File: src/rtl/funnel_shift_arbiter.sv
// Two-requester round-robin front end sharing one registered funnel shifter.
// A grant loads the result register. Grant and drain may happen on the same edge.
module funnel_shift_arbiter #(
    parameter int W     = 10,
    parameter int AMT_W = 4,
    parameter int CNT_W = 16
) (
    input  logic             clk,
    input  logic             rst_n,
    input  logic             req0_valid,
    output logic             req0_ready,
    input  logic [W-1:0]     req0_hi,
    input  logic [W-1:0]     req0_lo,
    input  logic [AMT_W-1:0] req0_amt,
    input  logic             req1_valid,
    output logic             req1_ready,
    input  logic [W-1:0]     req1_hi,
    input  logic [W-1:0]     req1_lo,
    input  logic [AMT_W-1:0] req1_amt,
    output logic             out_valid,
    input  logic             out_ready,
    output logic [W-1:0]     out_data,
    output logic             out_src,
    output logic             out_err,
    output logic [CNT_W-1:0] done_cnt
);

    logic [1:0]       req_valid;
    logic [W-1:0]     req_hi    [2];
    logic [W-1:0]     req_lo    [2];
    logic [AMT_W-1:0] req_amt   [2];
    logic [W-1:0]     shift_res [2];
    logic [1:0]       shift_err;

    assign req_valid  = {req1_valid, req0_valid};
    assign req_hi[0]  = req0_hi;
    assign req_hi[1]  = req1_hi;
    assign req_lo[0]  = req0_lo;
    assign req_lo[1]  = req1_lo;
    assign req_amt[0] = req0_amt;
    assign req_amt[1] = req1_amt;

    // Both shifters are evaluated in parallel; only the granted one is registered.
    generate
        for (genvar gi = 0; gi < 2; gi++) begin : g_shift
            logic [2*W-1:0] funnel;
            logic [W-1:0]   shifted;
            assign funnel         = {req_hi[gi], req_lo[gi]};
            assign shifted        = W'(funnel >> req_amt[gi]);
            assign shift_err[gi]  = (32'(req_amt[gi]) > 32'(W));
            assign shift_res[gi]  = shift_err[gi] ? '0 : shifted;
        end
    endgenerate

    logic             out_valid_q, out_valid_d;
    logic [W-1:0]     out_data_q,  out_data_d;
    logic             out_src_q,   out_src_d;
    logic             out_err_q,   out_err_d;
    logic             rr_q,        rr_d;
    logic [CNT_W-1:0] done_cnt_q,  done_cnt_d;

    logic       can_accept;
    logic [1:0] grant;
    logic       fire;
    logic       gsel;

    assign can_accept = !out_valid_q | out_ready;
    assign grant[0]   = req_valid[0] & (!req_valid[1] | !rr_q);
    assign grant[1]   = req_valid[1] & (!req_valid[0] |  rr_q);
    // rst_n gating keeps both readys low for the whole reset interval.
    assign fire       = can_accept & rst_n & (|grant);
    assign gsel       = grant[1];
    assign req0_ready = can_accept & rst_n & grant[0];
    assign req1_ready = can_accept & rst_n & grant[1];

    always_comb begin
        out_valid_d = out_valid_q;
        out_data_d  = out_data_q;
        out_src_d   = out_src_q;
        out_err_d   = out_err_q;
        rr_d        = rr_q;
        done_cnt_d  = done_cnt_q;
        if (out_valid_q && out_ready) begin
            done_cnt_d = done_cnt_q + CNT_W'(1);
        end
        if (fire) begin
            out_valid_d = 1'b1;
            out_data_d  = shift_res[gsel];
            out_src_d   = gsel;
            out_err_d   = shift_err[gsel];
            rr_d        = ~gsel;
        end else if (out_ready) begin
            out_valid_d = 1'b0;
        end
    end

    always_ff @(posedge clk or negedge rst_n) begin
        if (!rst_n) begin
            out_valid_q <= 1'b0;
            out_data_q  <= '0;
            out_src_q   <= 1'b0;
            out_err_q   <= 1'b0;
            rr_q        <= 1'b0;
            done_cnt_q  <= '0;
        end else begin
            out_valid_q <= out_valid_d;
            out_data_q  <= out_data_d;
            out_src_q   <= out_src_d;
            out_err_q   <= out_err_d;
            rr_q        <= rr_d;
            done_cnt_q  <= done_cnt_d;
        end
    end

    assign out_valid = out_valid_q;
    assign out_data  = out_data_q;
    assign out_src   = out_src_q;
    assign out_err   = out_err_q;
    assign done_cnt  = done_cnt_q;

endmodule

File: config.mk
export PLATFORM = sky130hd
export DESIGN_NAME = funnel_shift_arbiter
export DESIGN_NICKNAME = d
export VERILOG_FILES = /design/src/rtl/funnel_shift_arbiter.sv
export SDC_FILE = /design/constraint.sdc
export NUM_CORES = 1
export LEC_CHECK = 0
export ABC_AREA = 1
export BUFFER_PORTS_ARGS = -buffer_cell sky130_fd_sc_hd__buf_4
export CORE_MARGIN = 2
export CORE_UTILIZATION = 57
export CTS_CLUSTER_SIZE = 12
export DETAILED_ROUTE_END_ITERATION = 10
export GPL_TIMING_DRIVEN = 0
export MAX_ROUTING_LAYER = met4
export PLACE_DENSITY_LB_ADDON = 0.15
export SETUP_SLACK_MARGIN = 0.1
export SKIP_LAST_GASP = 1
export SLEW_MARGIN = 30
export SYNTH_ARGS = -nofsm -noshare
export SYNTH_HDL_FRONTEND = slang
export SYNTH_SLANG_ARGS = --single-unit
File: constraint.sdc
create_clock -name clk -period 2.4 [get_ports clk]
set_clock_uncertainty 0.2 [all_clocks]
set_input_delay 0.24 -clock clk [delete_from_list [all_inputs] [get_ports clk]]
set_output_delay 0.24 -clock clk [all_outputs]
set_load 0.05 [all_outputs]
======== Yosys cells after proc, flatten, opt, wreduce, memory -nomap -nowiden ========
Cells that the tools add are included.
operators by class
  $lt $le $gt $ge ......................... 4
  reduce and logical (&&, ||, !) cells .... 7
  muxes and demuxes ....................... 9
  bitwise gates (word level) .............. 11
  shifts and indexed selects .............. 2
  add/subtract/negate cells ............... 1
operators with widths
  kind                                                                           number
  10-bit two-way mux                                                             5
  20-bit by 4-bit >> shifter with 10-bit output                                  2
  16-bit by 1-bit adder with 16-bit output (second input constant)               1
  4-bit greater-than comparator (second input constant)                          2
  1-bit AND                                                                      6
  1-bit zero test                                                                4
  1-bit two-way mux                                                              4
  1-bit OR                                                                       3
  2-bit >= comparator (second input constant)                                    1
  1-bit by 2-bit less-than comparator with 1-bit output (second input constant)  1
  1-bit inverter with 2-bit output                                               1
  2-bit nonzero test                                                             1
  2-bit OR reduction                                                             1
  1-bit logical AND                                                              1
  1-bit inverter                                                                 1
word-level totals
  register bits ........................... 30

======== Logic depth before layout (Yosys ltp) ========
  depth after elaboration ................. 7
  mapped depth ............................ 11
  depth with buffers taken out ............ 10

======== Worst setup path before layout ========
No wires, ideal clock.
  path type ............................... reg2reg
  start point ............................. register out_valid_q (netlist: out_valid)
  end point ............................... register out_data_q[8] (netlist: out_data[8])
  required time ........................... 2.071 ns
  setup time .............................. 0.129 ns
  clock period less this slack ............ 2.072 ns
  stages on the path, launching flop included .. 8
  setup slack ............................. 0.328 ns
  arrival ................................. 1.743 ns
  path buffers ............................ 1
  path through ............................ dfrtp_1 > inv_1 > o21ai_2 > nor2_2 > nor2_4 > buf_4 > nand2_1 > nand3_1
between the ends
  longest elaborated chain between the ends .. 4
RTL lines
  element                  RTL line  text
  from (decl)              55        logic out_valid_q, out_valid_d;
  from (signal assigned)   106       out_valid_q <= out_valid_d;
  1-bit zero test          67        assign can_accept = !out_valid_q | out_ready;
  1-bit OR                 67
  1-bit AND (2 in series)  71        assign fire = can_accept & rst_n & (|grant);
  to (signal assigned)     107       out_data_q <= out_data_d;
  to (decl)                56        logic [W-1:0] out_data_q, out_data_d;
Every way passes these cells.
A chain may end at the register's enable or synchronous reset.

======== Worst setup path after layout ========
  start point ............................. input port rst_n
  end point ............................... output port req1_ready
between the ends
  longest elaborated chain between the ends .. 2
RTL lines
  element                  RTL line  text
  from (decl)              9         input logic rst_n,
  1-bit AND (2 in series)  74        assign req1_ready = can_accept & rst_n & grant[1];
  to (decl)                16        output logic req1_ready,
Every way passes these cells.

==> qor.yml <==
outcome:
  outcome: "complete, no violations"
clocking:
  cts_tree: "yes"
  htree_levels: 2
  post_cts_buffers: 0
  cts-root-buf: "sky130_fd_sc_hd__clkbuf_8"
  cts_buffer_depth: 2
  clk-insertion-delay-late_ps: 290
  cts_made_buffers: 5
  clk_transition_reported_paths_ps: 60
  cts_sinks: 30
global_routing:
  grt_pass1_wl_um: 14300
  gr-usage-all-layers_pct: 34.2
  global_route.overflow_total: 0
  grt_antenna_before_repair: 0
  via_count_of_the_first_global_routing_pass: 3280
  largest_net_degree_at_the_start_of_global_routing: 32
setup_path:
  r2r_setup_slack_ps: 580
  path_delay_family: "buffers and inverters"
  critical_path_peak_fanout: 31
  worstPathArrival_ps: 1730
  timing.critical_path.from_type: "primary input"
  timing.critical_path.slowest_cell_delay_ps: 560
  critical_path_class: "in2out"
  path_cells: "dlygate4sd3_1 > buf_6 > o21ai_2 > nor2_2 > buf_4"
  cp_slowest_cell: "sky130_fd_sc_hd__dlygate4sd3_1"
  rr_endpoint: "done_cnt[14]"
  timing.critical_path.to_type: "primary output"
  setup.worst_path.start: "rst_n"
  critical_path.reg2reg.startpoint: "done_cnt[0]"
  rr_worst_depth: 8
  required_ps: 1960
  worstPathBufferInverterCount: 3
worst_hold_path:
  capture_endpoint_of_the_worst_hold_path: "out_valid"
  hold_path.startpoint: "out_ready"
  hold_class: "in2reg"
  hold_depth: 2
floorplan:
  pin_count: 84
  initial_core_util_pct: 59.8
  floorplan.core_area_sq_um: 4790
  die_width_um: 74.8
  placement_rows: 25
  die_area_sq_um: 5600
  die_height_um: 74.8
sta:
  grt_setup_unrepaired: "false"
  finalCritPeriodShare_pct: 90.3
  total_of_endpoints_with_negative_setup_slack_in_the_final_report: 0
  final_hold_viol_count: 0
  max_slew_headroom_at_the_worst_pin_pct: 66.7
  max_slew.worst_pin.slew_ps: 496
  finalWorstSetupSlack_ps: 234
  final.setup.tns_ps: 0
  slew_viol_final: 0
  clock.fmax_mhz: 462
  minimum_clock_period_after_layout_ps: 2170
detailed_routing:
  average_via_count_per_standard_cell: 5.85
  number_of_nets_still_failing_antenna_checks_after_routing: 0
  remaining_drc_errors: 0
  detail_route.first_pass.iterations: 6
  routedWlPerCell_um: 14.6
  dr_total_vias: 3603
  detail_route.wirelength_um: 9000
  drtIter0Drc: 418
pwr:
  power.density_cell_area_nw_per_um2: 641
  worst_ir_drop_vdd_mv: 1.13
  power.static_leakage_nw: 1.93
yosys:
  syn-num-nets: 515
  syn_inst: 461
  yosysUniqueCellTypes: 30
  syn-cell-area_sq_um: 2860
  postSynthAreaPerCell_sq_um: 6.20
  yosysSeqAreaShare_pct: 26.2
  yosys_warnings: 0
  postSynthRegisterBits: 30
final_layout:
  post_route_cells_drive_above_1_share_pct: 23.5
  layout.nets: 603
  insertedDiodeCount: 0
  seq_area_sq_um: 751
  area_growth_syn_to_layout_pct: 28.3
  fillerInstances: 400
  multi_input_comb_area_sq_um: 1880
placement:
  hpwlAfterDp_um: 7030
  gpl.final_weighted_congestion: 1.00
  placement.setup.worst_slack_ps: 545
  port_buffers: 80
run:
  max_cap_viol_count: 0
==> worst reg2reg max path, stage by stage, from the launching register on <==
cell,delay [ps]
sky130_fd_sc_hd__dfrtp_1,450
sky130_fd_sc_hd__ha_1,190
sky130_fd_sc_hd__inv_1,60
sky130_fd_sc_hd__nor2_4,150
sky130_fd_sc_hd__nand3_2,150
sky130_fd_sc_hd__nor2_4,140
sky130_fd_sc_hd__nand2_2,90
sky130_fd_sc_hd__nor3_2,120
sky130_fd_sc_hd__xor2_1,180
==> how the worst max path moves through the flow <==
stage / end / slack, ps / cells past startpoint
floorplan: out_data[8] / 330 / 7
global placement: out_data[5] / 590 / 7
detailed placement: out_data[4] / 540 / 7
CTS: req1_ready / 150 / 5
global route: req1_ready / 160 / 5
finish: req1_ready / 230 / 5
==> metrics by stage <==
step	power [W]	hold slack (ps)	instance area [sq um]	utilization, %	std cells
after floorplan	0.00143	-256	2860	-	461
after global routing	0.00246	74.1	3670	76.7	616
final	0.00235	58.5	3670	76.7	616
after global placement	0.00177	-15.3	3540	74.1	608
after detailed placement	0.00181	-6.17	3540	74.1	608
after CTS	0.00234	37.2	3670	76.6	616
==> what timing repair did <==
item,CTS,global route
endpoints found under the setup margin,0,4
hold buffers,1,0
endpoints found under the hold margin,30,0
gates resized for setup,0,1
==> layer usage <==
metal	global-route usage [%]	share of wire, %
met1	39.1	38
met2	59.5	49
met3	6.29	9.0
met4	12.5	3.6
met5	-	0
==> cell usage in the layout, fill, tap and decap left out, types with 7 or more instances in the layout <==
| master | synthesis | routed |
|---|---|---|
| sky130_fd_sc_hd__xor2_1 | 7 | 7 |
| sky130_fd_sc_hd__buf_4 | 3 | 82 |
| sky130_fd_sc_hd__o21ai_0 | 9 | 9 |
| sky130_fd_sc_hd__nor2_4 | 7 | 7 |
| sky130_fd_sc_hd__nand2_1 | 143 | 143 |
| sky130_fd_sc_hd__a21oi_1 | 10 | 10 |
| sky130_fd_sc_hd__inv_1 | 26 | 26 |
| sky130_fd_sc_hd__nor2_1 | 7 | 7 |
| sky130_fd_sc_hd__buf_2 | 10 | 10 |
| sky130_fd_sc_hd__dfrtp_1 | 30 | 30 |
| sky130_fd_sc_hd__nand3_1 | 157 | 157 |
==> kinds of logic after synthesis <==
group	share of synthesized area, %
XOR/XNOR	3.98
AO/OA/AOI/OAI	6.69
AND/OR/NAND/NOR	54.6
adder cells (fa/ha/maj)	0.437
buffers and inverters	8.05
flip-flops	26.2
==> Yosys cell counts <==
| cell | number | area share, % |
|---|---|---|
| sky130_fd_sc_hd__a21oi_1 | 10 | 1.7 |
| sky130_fd_sc_hd__a31oi_1 | 1 | 0.22 |
| sky130_fd_sc_hd__buf_2 | 10 | 1.7 |
| sky130_fd_sc_hd__buf_4 | 3 | 0.79 |
| sky130_fd_sc_hd__buf_6 | 1 | 0.39 |
| sky130_fd_sc_hd__clkbuf_1 | 6 | 0.79 |
| sky130_fd_sc_hd__clkinv_1 | 1 | 0.13 |
| sky130_fd_sc_hd__dfrtp_1 | 30 | 26 |
| sky130_fd_sc_hd__ha_1 | 1 | 0.44 |
| sky130_fd_sc_hd__inv_1 | 26 | 3.4 |
| sky130_fd_sc_hd__inv_2 | 6 | 0.79 |
| sky130_fd_sc_hd__nand2_1 | 143 | 19 |
| sky130_fd_sc_hd__nand2_2 | 4 | 0.87 |
| sky130_fd_sc_hd__nand3_1 | 157 | 27 |
| sky130_fd_sc_hd__nand3_2 | 3 | 1.0 |
| sky130_fd_sc_hd__nand4_1 | 3 | 0.66 |
| sky130_fd_sc_hd__nor2_1 | 7 | 0.92 |
| sky130_fd_sc_hd__nor2_2 | 2 | 0.44 |
| sky130_fd_sc_hd__nor2_4 | 7 | 2.8 |
| sky130_fd_sc_hd__nor3_1 | 1 | 0.17 |
| sky130_fd_sc_hd__nor3_2 | 2 | 0.70 |
| sky130_fd_sc_hd__nor3_4 | 1 | 0.57 |
| sky130_fd_sc_hd__o211ai_1 | 5 | 1.3 |
| sky130_fd_sc_hd__o21ai_0 | 9 | 1.6 |
| sky130_fd_sc_hd__o21ai_1 | 4 | 0.70 |
| sky130_fd_sc_hd__o21ai_2 | 2 | 0.61 |
| sky130_fd_sc_hd__o31ai_1 | 2 | 0.52 |
| sky130_fd_sc_hd__or2_2 | 1 | 0.22 |
| sky130_fd_sc_hd__xnor2_1 | 6 | 1.8 |
| sky130_fd_sc_hd__xor2_1 | 7 | 2.1 |
==> power by group <==
group	internal, W	switching [W]
Combinational	0.000356	0.000755
Clock	0.000332	0.000199
Sequential	0.000605	0.000108
Total	0.00129	0.00106
==> sequential cells by signal, summed over array words and instances (netlist names) <==
register / count
out_valid: 1
done_cnt: 16
out_data: 10
rr_q: 1
out_src: 1
out_err: 1
==> final cells by class <==
cell class,count,area share (%)
timing repair buffer,81,16.7
sequential,30,20.4
tap,67,2.28
multi-input combinational,378,51.2
clock buffer,6,2.25
buffer,20,2.90
inverter,33,3.37
clock inverter,1,0.818
Note: power is estimated with default switching activity, not from simulation.
